`src/rtl/av_arbiter_2x1.sv`:
```
// Two-master to one-slave Avalon-MM arbiter. Round-robin grant, held for a
// whole transaction (write burst or read burst including its data beats), so
// read data needs no ID tracking to find its way back.
module av_arbiter_2x1 #(
  parameter int unsigned dw     = 32,
  parameter int unsigned aw     = 32,
  parameter int unsigned burstw = 8
) (
  input  logic              av_clk_i,
  input  logic              av_rst_n_i,
  // master 0
  input  logic [aw-1:0]     m0_address_i,
  input  logic [dw-1:0]     m0_writedata_i,
  input  logic [dw/8-1:0]   m0_byteenable_i,
  input  logic [burstw-1:0] m0_burstcount_i,
  input  logic              m0_write_i,
  input  logic              m0_read_i,
  output logic              m0_waitrequest_o,
  output logic              m0_readdatavalid_o,
  output logic [1:0]        m0_response_o,
  output logic [dw-1:0]     m0_readdata_o,
  // master 1
  input  logic [aw-1:0]     m1_address_i,
  input  logic [dw-1:0]     m1_writedata_i,
  input  logic [dw/8-1:0]   m1_byteenable_i,
  input  logic [burstw-1:0] m1_burstcount_i,
  input  logic              m1_write_i,
  input  logic              m1_read_i,
  output logic              m1_waitrequest_o,
  output logic              m1_readdatavalid_o,
  output logic [1:0]        m1_response_o,
  output logic [dw-1:0]     m1_readdata_o,
  // slave
  output logic [aw-1:0]     s_address_o,
  output logic [dw-1:0]     s_writedata_o,
  output logic [dw/8-1:0]   s_byteenable_o,
  output logic [burstw-1:0] s_burstcount_o,
  output logic              s_write_o,
  output logic              s_read_o,
  input  logic              s_waitrequest_i,
  input  logic              s_readdatavalid_i,
  input  logic [1:0]        s_response_i,
  input  logic [dw-1:0]     s_readdata_i,
  output logic [1:0]        grant_o
);

  localparam logic [burstw-1:0] CntOne = burstw'(1);

  typedef enum logic [1:0] {StIdle, StWrite, StReadCmd, StReadData} state_e;

  state_e            state_q, state_d;
  logic [1:0]        grant_q, grant_d;
  logic              last_q, last_d;   // 1: m1 held the most recent grant
  logic [burstw-1:0] cnt_q, cnt_d;     // beats still owed in this transaction
  logic [burstw-1:0] cnt_rc;

  logic              req0, req1, win1, win_write;
  logic [burstw-1:0] win_bc;
  logic              sel, g_write, g_read;
  logic              rsp_err, m_wait, m_rdv;
  logic [1:0]        m_rsp;
  logic [dw-1:0]     m_rd;

  assign req0      = m0_write_i | m0_read_i;
  assign req1      = m1_write_i | m1_read_i;
  // m1 wins if it is alone, or if both request and m0 was served last
  assign win1      = req1 & (~req0 | ~last_q);
  assign win_write = win1 ? m1_write_i : m0_write_i;
  assign win_bc    = win1 ? m1_burstcount_i : m0_burstcount_i;

  assign sel     = grant_q[1];
  assign g_write = sel ? m1_write_i : m0_write_i;
  assign g_read  = sel ? m1_read_i : m0_read_i;

  // Slave signalled an error without data while a command is outstanding
  assign rsp_err = ((state_q == StWrite) || (state_q == StReadCmd)) & ~s_waitrequest_i &
                   (s_response_i != 2'b00) & ~s_readdatavalid_i;

  assign m_wait = (state_q == StReadData) | s_waitrequest_i;
  assign m_rdv  = ((state_q == StReadCmd) || (state_q == StReadData)) & s_readdatavalid_i;
  assign m_rsp  = (m_rdv | rsp_err) ? s_response_i : 2'b00;
  assign m_rd   = m_rdv ? s_readdata_i : '0;

  assign grant_o = grant_q;

  // Route the granted master to the slave and responses back to it
  always_comb begin
    s_address_o        = '0;
    s_writedata_o      = '0;
    s_byteenable_o     = '0;
    s_burstcount_o     = '0;
    s_write_o          = 1'b0;
    s_read_o           = 1'b0;
    m0_waitrequest_o   = 1'b1;
    m0_readdatavalid_o = 1'b0;
    m0_response_o      = 2'b00;
    m0_readdata_o      = '0;
    m1_waitrequest_o   = 1'b1;
    m1_readdatavalid_o = 1'b0;
    m1_response_o      = 2'b00;
    m1_readdata_o      = '0;
    if (state_q != StIdle) begin
      s_address_o    = sel ? m1_address_i : m0_address_i;
      s_writedata_o  = sel ? m1_writedata_i : m0_writedata_i;
      s_byteenable_o = sel ? m1_byteenable_i : m0_byteenable_i;
      s_burstcount_o = sel ? m1_burstcount_i : m0_burstcount_i;
      s_write_o      = (state_q == StWrite) & g_write;
      s_read_o       = (state_q == StReadCmd) & g_read;
      if (sel) begin
        m1_waitrequest_o   = m_wait;
        m1_readdatavalid_o = m_rdv;
        m1_response_o      = m_rsp;
        m1_readdata_o      = m_rd;
      end else begin
        m0_waitrequest_o   = m_wait;
        m0_readdatavalid_o = m_rdv;
        m0_response_o      = m_rsp;
        m0_readdata_o      = m_rd;
      end
    end
  end

  // Arbitration, beat counting and transaction sequencing
  always_comb begin
    state_d = state_q;
    grant_d = grant_q;
    last_d  = last_q;
    cnt_d   = cnt_q;
    cnt_rc  = cnt_q;
    unique case (state_q)
      StIdle: begin
        if (req0 | req1) begin
          grant_d = win1 ? 2'b10 : 2'b01;
          last_d  = win1;
          cnt_d   = (win_bc == '0) ? CntOne : win_bc;
          state_d = win_write ? StWrite : StReadCmd;
        end
      end
      StWrite: begin
        if (rsp_err) begin
          state_d = StIdle;
          grant_d = 2'b00;
        end else if (s_write_o & ~s_waitrequest_i) begin
          if (cnt_q != '0) cnt_d = cnt_q - CntOne;
          if (cnt_q == CntOne) begin
            state_d = StIdle;
            grant_d = 2'b00;
          end
        end
      end
      StReadCmd: begin
        if (rsp_err) begin
          state_d = StIdle;
          grant_d = 2'b00;
        end else begin
          // a data beat arriving with the command acceptance still counts
          if (s_readdatavalid_i && (cnt_q != '0)) cnt_rc = cnt_q - CntOne;
          cnt_d = cnt_rc;
          if (s_read_o & ~s_waitrequest_i) begin
            if (cnt_rc == '0) begin
              state_d = StIdle;
              grant_d = 2'b00;
            end else begin
              state_d = StReadData;
            end
          end
        end
      end
      StReadData: begin
        if (s_readdatavalid_i) begin
          if (cnt_q != '0) cnt_d = cnt_q - CntOne;
          if (cnt_q <= CntOne) begin
            state_d = StIdle;
            grant_d = 2'b00;
          end
        end
      end
      default: begin
        state_d = StIdle;
        grant_d = 2'b00;
      end
    endcase
  end

  // State registers; last_q resets to m1 so m0 wins the first contest
  always_ff @(posedge av_clk_i or negedge av_rst_n_i) begin
    if (!av_rst_n_i) begin
      state_q <= StIdle;
      grant_q <= 2'b00;
      last_q  <= 1'b1;
      cnt_q   <= '0;
    end else begin
      state_q <= state_d;
      grant_q <= grant_d;
      last_q  <= last_d;
      cnt_q   <= cnt_d;
    end
  end

endmodule

```
`config.mk`:
```
export PLATFORM = sky130hd
export DESIGN_NAME = av_arbiter_2x1
export DESIGN_NICKNAME = d
export VERILOG_FILES = /design/src/rtl/av_arbiter_2x1.sv
export SDC_FILE = /design/constraint.sdc
export NUM_CORES = 1
export LEC_CHECK = 0
export BUFFER_PORTS_ARGS = -buffer_cell sky130_fd_sc_hd__buf_2
export CORE_AREA = 8 8 130 132
export CTS_CLUSTER_DIAMETER = 200
export CTS_CLUSTER_SIZE = 20
export DETAILED_ROUTE_END_ITERATION = 8
export DIE_AREA = 0 0 138 140
export SLEW_MARGIN = 5
export SYNTH_ARGS = -nofsm -noshare
export SYNTH_HDL_FRONTEND = slang
export SYNTH_SLANG_ARGS = --single-unit
```
`constraint.sdc`:
```
create_clock -name av_clk_i -period 4.2 [get_ports av_clk_i]
set_input_delay 0 -clock av_clk_i [delete_from_list [all_inputs] [get_ports av_clk_i]]
set_output_delay 0 -clock av_clk_i [all_outputs]
set_load 0.01 [all_outputs]
```
**Word-level counts from Yosys, hierarchy flattened**

Cells that the tools add are included.

- Equal/unequal tests: 14
- Order comparisons: 1
- Reduce and logical (&&, ||, !) cells: 13
- $add $sub $neg: 1
- Bitwise operators: 19
- Mux-type cells: 60

Operator list:

| cell | count |
|---|---|
| two-way mux 32 bit | 9 |
| two-way mux 8 bit | 13 |
| two-way mux 2 bit | 20 |
| one-hot mux 8 bit (4 select lines) | 1 |
| logical NOT 8 bit | 2 |
| one-hot mux 2 bit (4 select lines) | 2 |
| two-way mux 1 bit | 13 |
| inequality test 3 x 2 -> 1 bit, second input constant | 4 |
| bitwise AND 1 bit | 9 |
| == test 8 x 1 -> 1 bit, second input constant | 1 |
| <= comparator 8 x 1 -> 1 bit, second input constant | 1 |
| two-way mux 4 bit | 2 |
| inequality test 2 bit, second input constant | 4 |
| nonzero test 8 bit | 1 |
| subtractor 8 x 1 -> 8 bit, second input constant | 1 |
| AND reduction 7 bit | 1 |
| OR 1 bit | 6 |
| AND reduction 6 bit | 1 |
| AND reduction 5 bit | 1 |
| == test 2 bit, second input constant | 2 |
| inequality test 2 x 1 -> 1 bit, second input constant | 2 |
| NOT 1 bit | 4 |
| nonzero test 2 bit | 2 |
| == test 2 x 1 -> 1 bit, second input constant | 1 |
| 4 further kinds | 5 |

- Register bits after elaboration: 13

**Depth between registers and ports, before layout**

- Word-level depth: 12
- Mapped depth: 11

**Worst setup path before layout**

Ideal clock, no wire load.

- Path type: register to register
- Start point: register cnt_q[0]
- End point: register grant_q[1] (netlist: grant_o[1])
- Required time: 4.075 ns
- Setup slack: 1.806 ns
- Library setup time: 0.125 ns
- Period minus slack after synthesis: 2.394 ns
- Buffers on the path: 2
- Stages on the path, launching flop included: 11
- Arrival time: 2.269 ns
- Path through: dfrtp_1 > inv_1 > ha_1 > buf_2 > or3b_1 > clkbuf_1 > o211ai_1 > o32ai_1 > and4b_1 > o21a_4 > mux2_4

- Cells in the longest elaborated chain, start to end: 8

Ends and longest elaborated chain:

| what | RTL line | source |
|---|---|---|
| from (decl) | 54 | `logic [burstw-1:0] cnt_q, cnt_d;` |
| from (signal assigned) | 196 | `cnt_q <= cnt_d;` |
| parallel branches: the longest is 7 deep, another holds subtractor 8 x 1 -> 8 bit | n/a |  |
| AND reduction 7 bit (no source line) * | n/a |  |
| to (signal assigned) | 194 | `grant_q <= grant_d;` |
| to (decl) | 52 | `logic [1:0] grant_q, grant_d;` |

Every way passes the cells marked *. The select of a mux whose other input is x is not followed.
A chain may end at the register's enable or synchronous reset.

**Final worst setup path**

- Start point: register state_q[0]
- End point: output port m1_readdata_o[13]

- Cells in the longest elaborated chain, start to end: 6

Ends and longest elaborated chain:

| what | RTL line | source |
|---|---|---|
| from (decl) | 51 | `state_e state_q, state_d;` |
| from (signal assigned) | 188 | `state_q <= StIdle;` |
| from (signal assigned) | 193 | `state_q <= state_d;` |
| == test 2 bit, on equally long branches | n/a |  |
| logical OR 1 bit | 80 | `assign m_rdv = ((state_q == StReadCmd) \|\| (state_q == StReadData)) & s_readdatavalid_i;` |
| bitwise AND 1 bit | 80 |  |
| two-way mux 32 bit | 82 | `assign m_rd = m_rdv ? s_readdata_i : '0;` |
| two-way mux 32 bit | 109 | `if (sel) begin` |
| two-way mux 32 bit * | 102 | `if (state_q != StIdle) begin` |
| to (decl) | 32 | `output logic [dw-1:0] m1_readdata_o,` |

Every way passes the cells marked *; elsewhere a longest branch is shown, timed or not.

==> results by group <==
Logic synthesis
  • Seq/Total Area, Yosys: 0.107
  • Number of synthesized flops with an enable pin: 0
  • YS warnings: 0
  • #FFs+latches synth: 13
  • Synthesized net count: 639
  • Top post-synthesis cells by count: nor2_1 (93), mux2i_1 (82), and2_1 (65)
  • Synth cell types: 57
  • Synth area leader: mux2i_1
  • Async SR Flop Fraction: 1.00
  • Area share of the largest cell type after synthesis: 0.269
  • Most instantiated library cell after synthesis: nor2_1
  • Synth Cell Area: 0.00305 sq mm
  • Ranking of synthesized cells by area: mux2i_1 (27%), and2_1 (13%), nor2_1 (11%)
  • Mapped Cells: 438
  • Prevailing post-synth register cell: dfrtp_1
  • Synthesized area per cell: 6.96 sq um

Pwr
  • P_int: 1.26 mW
  • Total power: 2.75 mW
  • Clock share of power: 0.068
  • Static Leakage: 2.72 nW
  • Combinational Power Share: 0.818
  • Pwr/cell area: 548 mW/mm^2
  • Max rail drop VDD: 0.000265 V
  • Sequential share of power: 0.114
  • Net switching power: 1.48 mW
  • Switching part of the total power: 0.540

Timing
  • Setup Skew: 0.00452 ns
  • Period minus WS final: 2.91 ns
  • Hold Slack: 0.116 ns
  • RSZ-0062 raised after global routing: no
  • Final hold violations: 0
  • Worst Max-Slew Pin Slew: 1.15 ns
  • Setup violations, final: 0
  • Fmax: 0.344 GHz
  • Post-route setup slack: 1.29 ns
  • Max transition margin: 0.233
  • Setup_tns: 0 ns
  • Tcrit/Tclk final: 0.692
  • Fin. max-slew vios: 0

Clock network
  • CTS root buf: clkbuf_16
  • Hold-fix buffers at CTS: 1
  • CTS tree: built
  • Post-CTS Setup Bufs: 0
  • H-tree depth: 1
  • Worst-skew pair later-pin latency: 0.25 ns
  • Max clock buf depth: 2
  • CTS Buf Count: 3
  • Post-cts resize count: 0
  • Clock transition at path regs: 0.05 ns
  • CTS Sinks: 13

Drt
  • Drt initial violations: 289
  • M1 WL: 7180 um
  • Highest Signal Layer: met4
  • Wire length per cell: 17.9 um
  • Via-to-Cell Ratio: 4.51
  • Total detailed-routing wirelength: 16900 um
  • Post-DRT Antenna Nets: 0
  • TritonRoute pass-1 iters: 5
  • Residual DRC: 0
  • Detail Route met3 WL: 1380 um
  • Met2 wire length: 8240 um
  • Vias: 4266

Worst setup path
  • WS Path Type: reg -> out
  • CP startpoint: state_q[0]
  • R2R setup slack: 1.47 ns
  • Max FO, Critical Path: 100
  • Startpoint type of the worst setup path: flip-flop
  • Reg2Reg Capture Point: cnt_q[1]
  • R2R cell count: 8
  • R2R Path Start: state_q[0]
  • Critical path endpoint category: output pin
  • Crit path required time: 4.20 ns
  • Critical Path End: m1_readdata_o[13]
  • Data arrival, critical path: 2.91 ns

Global routing
  • First-pass GRT wire length: 24800 um
  • Vias in the first global route: 4216
  • GRT Residual Overflow: 0
  • Initial antenna violation count: 1
  • Largest net degree at the start of global routing: 101
  • Aggregate global-route resource usage: 0.157

Placed design
  • DP Area: 0.00492 sq mm
  • Routability Congestion: 0.848
  • Placed cell count: 939
  • Post-Place Worst Slack: 1.44 ns
  • IO Port Bufs: 345
  • DP HPWL: 14300 um

Finish
  • Fillers: 1643
  • Area grow syn2layout: 64.4%
  • Layout Utilization: 0.337
  • Layout cell share with drive strength beyond 1: 0.488
  • Cell area after layout: 0.00501 sq mm
  • Cell Count, Final, Fillers Out: 945
  • Final #Nets: 958

Floorplan
  • Initial core utilization: 0.205
  • Die height: 140 um
  • IO Count: 346
  • Cell Rows: 45
  • Die Span X: 138 um
  • Die area: 0.0193 sq mm
  • Core footprint: 0.0149 sq mm

Flow run
  • Max-Cap Viols: 0

Outcome
  • Outcome: finished, final reports clean

Hold path
  • Min-delay src: m1_write_i
  • Hold Crit Class: in -> reg
-- routing by layer --
metal,vias to the layer above,global-route usage
met1,1887,0.194
met3,8,0.0463
met5,-,0
met2,205,0.269
met4,0,0.0240
li1,2166,-
-- registers in the layout (all words and copies together), names as in the netlist --
signal,flops
grant_o,2
cnt_q,8
last_q,1
state_q,2
-- critical path, cell delays in order (launching register included) --
cell	delay, ns
dfrtp_1	0.41
inv_1	0.18
ha_4	0.84
inv_1	0.37
nand2_1	0.21
nor2_1	0.05
buf_4	0.22
and2_1	0.20
buf_2	0.14
-- cell families (layout without fill, tap and decap cells) --
kind of cell	Yosys count	after routing	share of synthesized area
AOI/OAI and AO/OA	70	70	0.155
xor gates and xnor gates	2	2	0.00575
adders and majority gates	7	7	0.0287
buffers and inverters	47	365	0.0603
DFF	13	13	0.107
muxes	88	88	0.293
other	0	1	0
and+or+nand+nor	211	211	0.351
-- final cells by class --
cell class	count	area, sq um	share of cell area
Clock buffer	3	75.1	0.0150
Sequential cell	13	330	0.0659
Multi-Input combinational cell	378	2560	0.510
Tap cell	188	235	0.0469
Clock inverter	1	5.00	0.000999
Inverter	11	41.3	0.00824
Timing Repair Buffer	350	1770	0.352
Antenna cell	1	2.50	0.000499
-- power by group through the flow --
stage	sequential (mW)	combinational, mW	clock (mW)
3_3_place_gp	0.313	2.26	0
3_5_place_dp	0.314	2.25	0
5_1_grt	0.328	2.47	0.198
6_report	0.313	2.25	0.187
2_1_floorplan	0.238	1.51	0
4_1_cts	0.312	2.26	0.194
-- how the worst min path moves through the flow --
stage | to | slack [ns] | depth (start not counted)
4_1_cts | last_q | 0.09 | 3
6_report | last_q | 0.12 | 3
5_1_grt | last_q | 0.14 | 3
2_1_floorplan | cnt_q[0] | -0.30 | 0
3_3_place_gp | cnt_q[4] | -0.07 | 1
3_5_place_dp | cnt_q[6] | -0.07 | 1
-- layout by cell type, fill, tap and decap left out, types with 2 or more instances in the layout --
cell	netlist	layout
nor4_1	2	2
buf_2	6	345
o31a_1	2	2
a211oi_1	6	6
nor3_1	7	6
a21oi_1	18	18
o21a_1	3	3
or3_1	2	2
and2_1	65	65
a311oi_1	2	2
nor3b_1	2	2
nand2_1	18	18
o32ai_1	2	2
mux2_2	5	5
o21ai_1	6	6
o211ai_1	3	3
dfrtp_1	12	11
nand3_1	3	3
or4_4	2	2
o31ai_1	4	4
nand2b_1	2	2
and3_1	2	2
a31oi_1	2	2
o21ai_0	6	6
buf_4	0	4
inv_1	11	11
o22ai_1	4	4
nor2_1	93	93
or4_1	2	2
nand4_1	3	3
mux2i_1	82	82
ha_1	7	6
clkbuf_16	0	3
No activity file was read; power rests on OpenSTA's default activity.
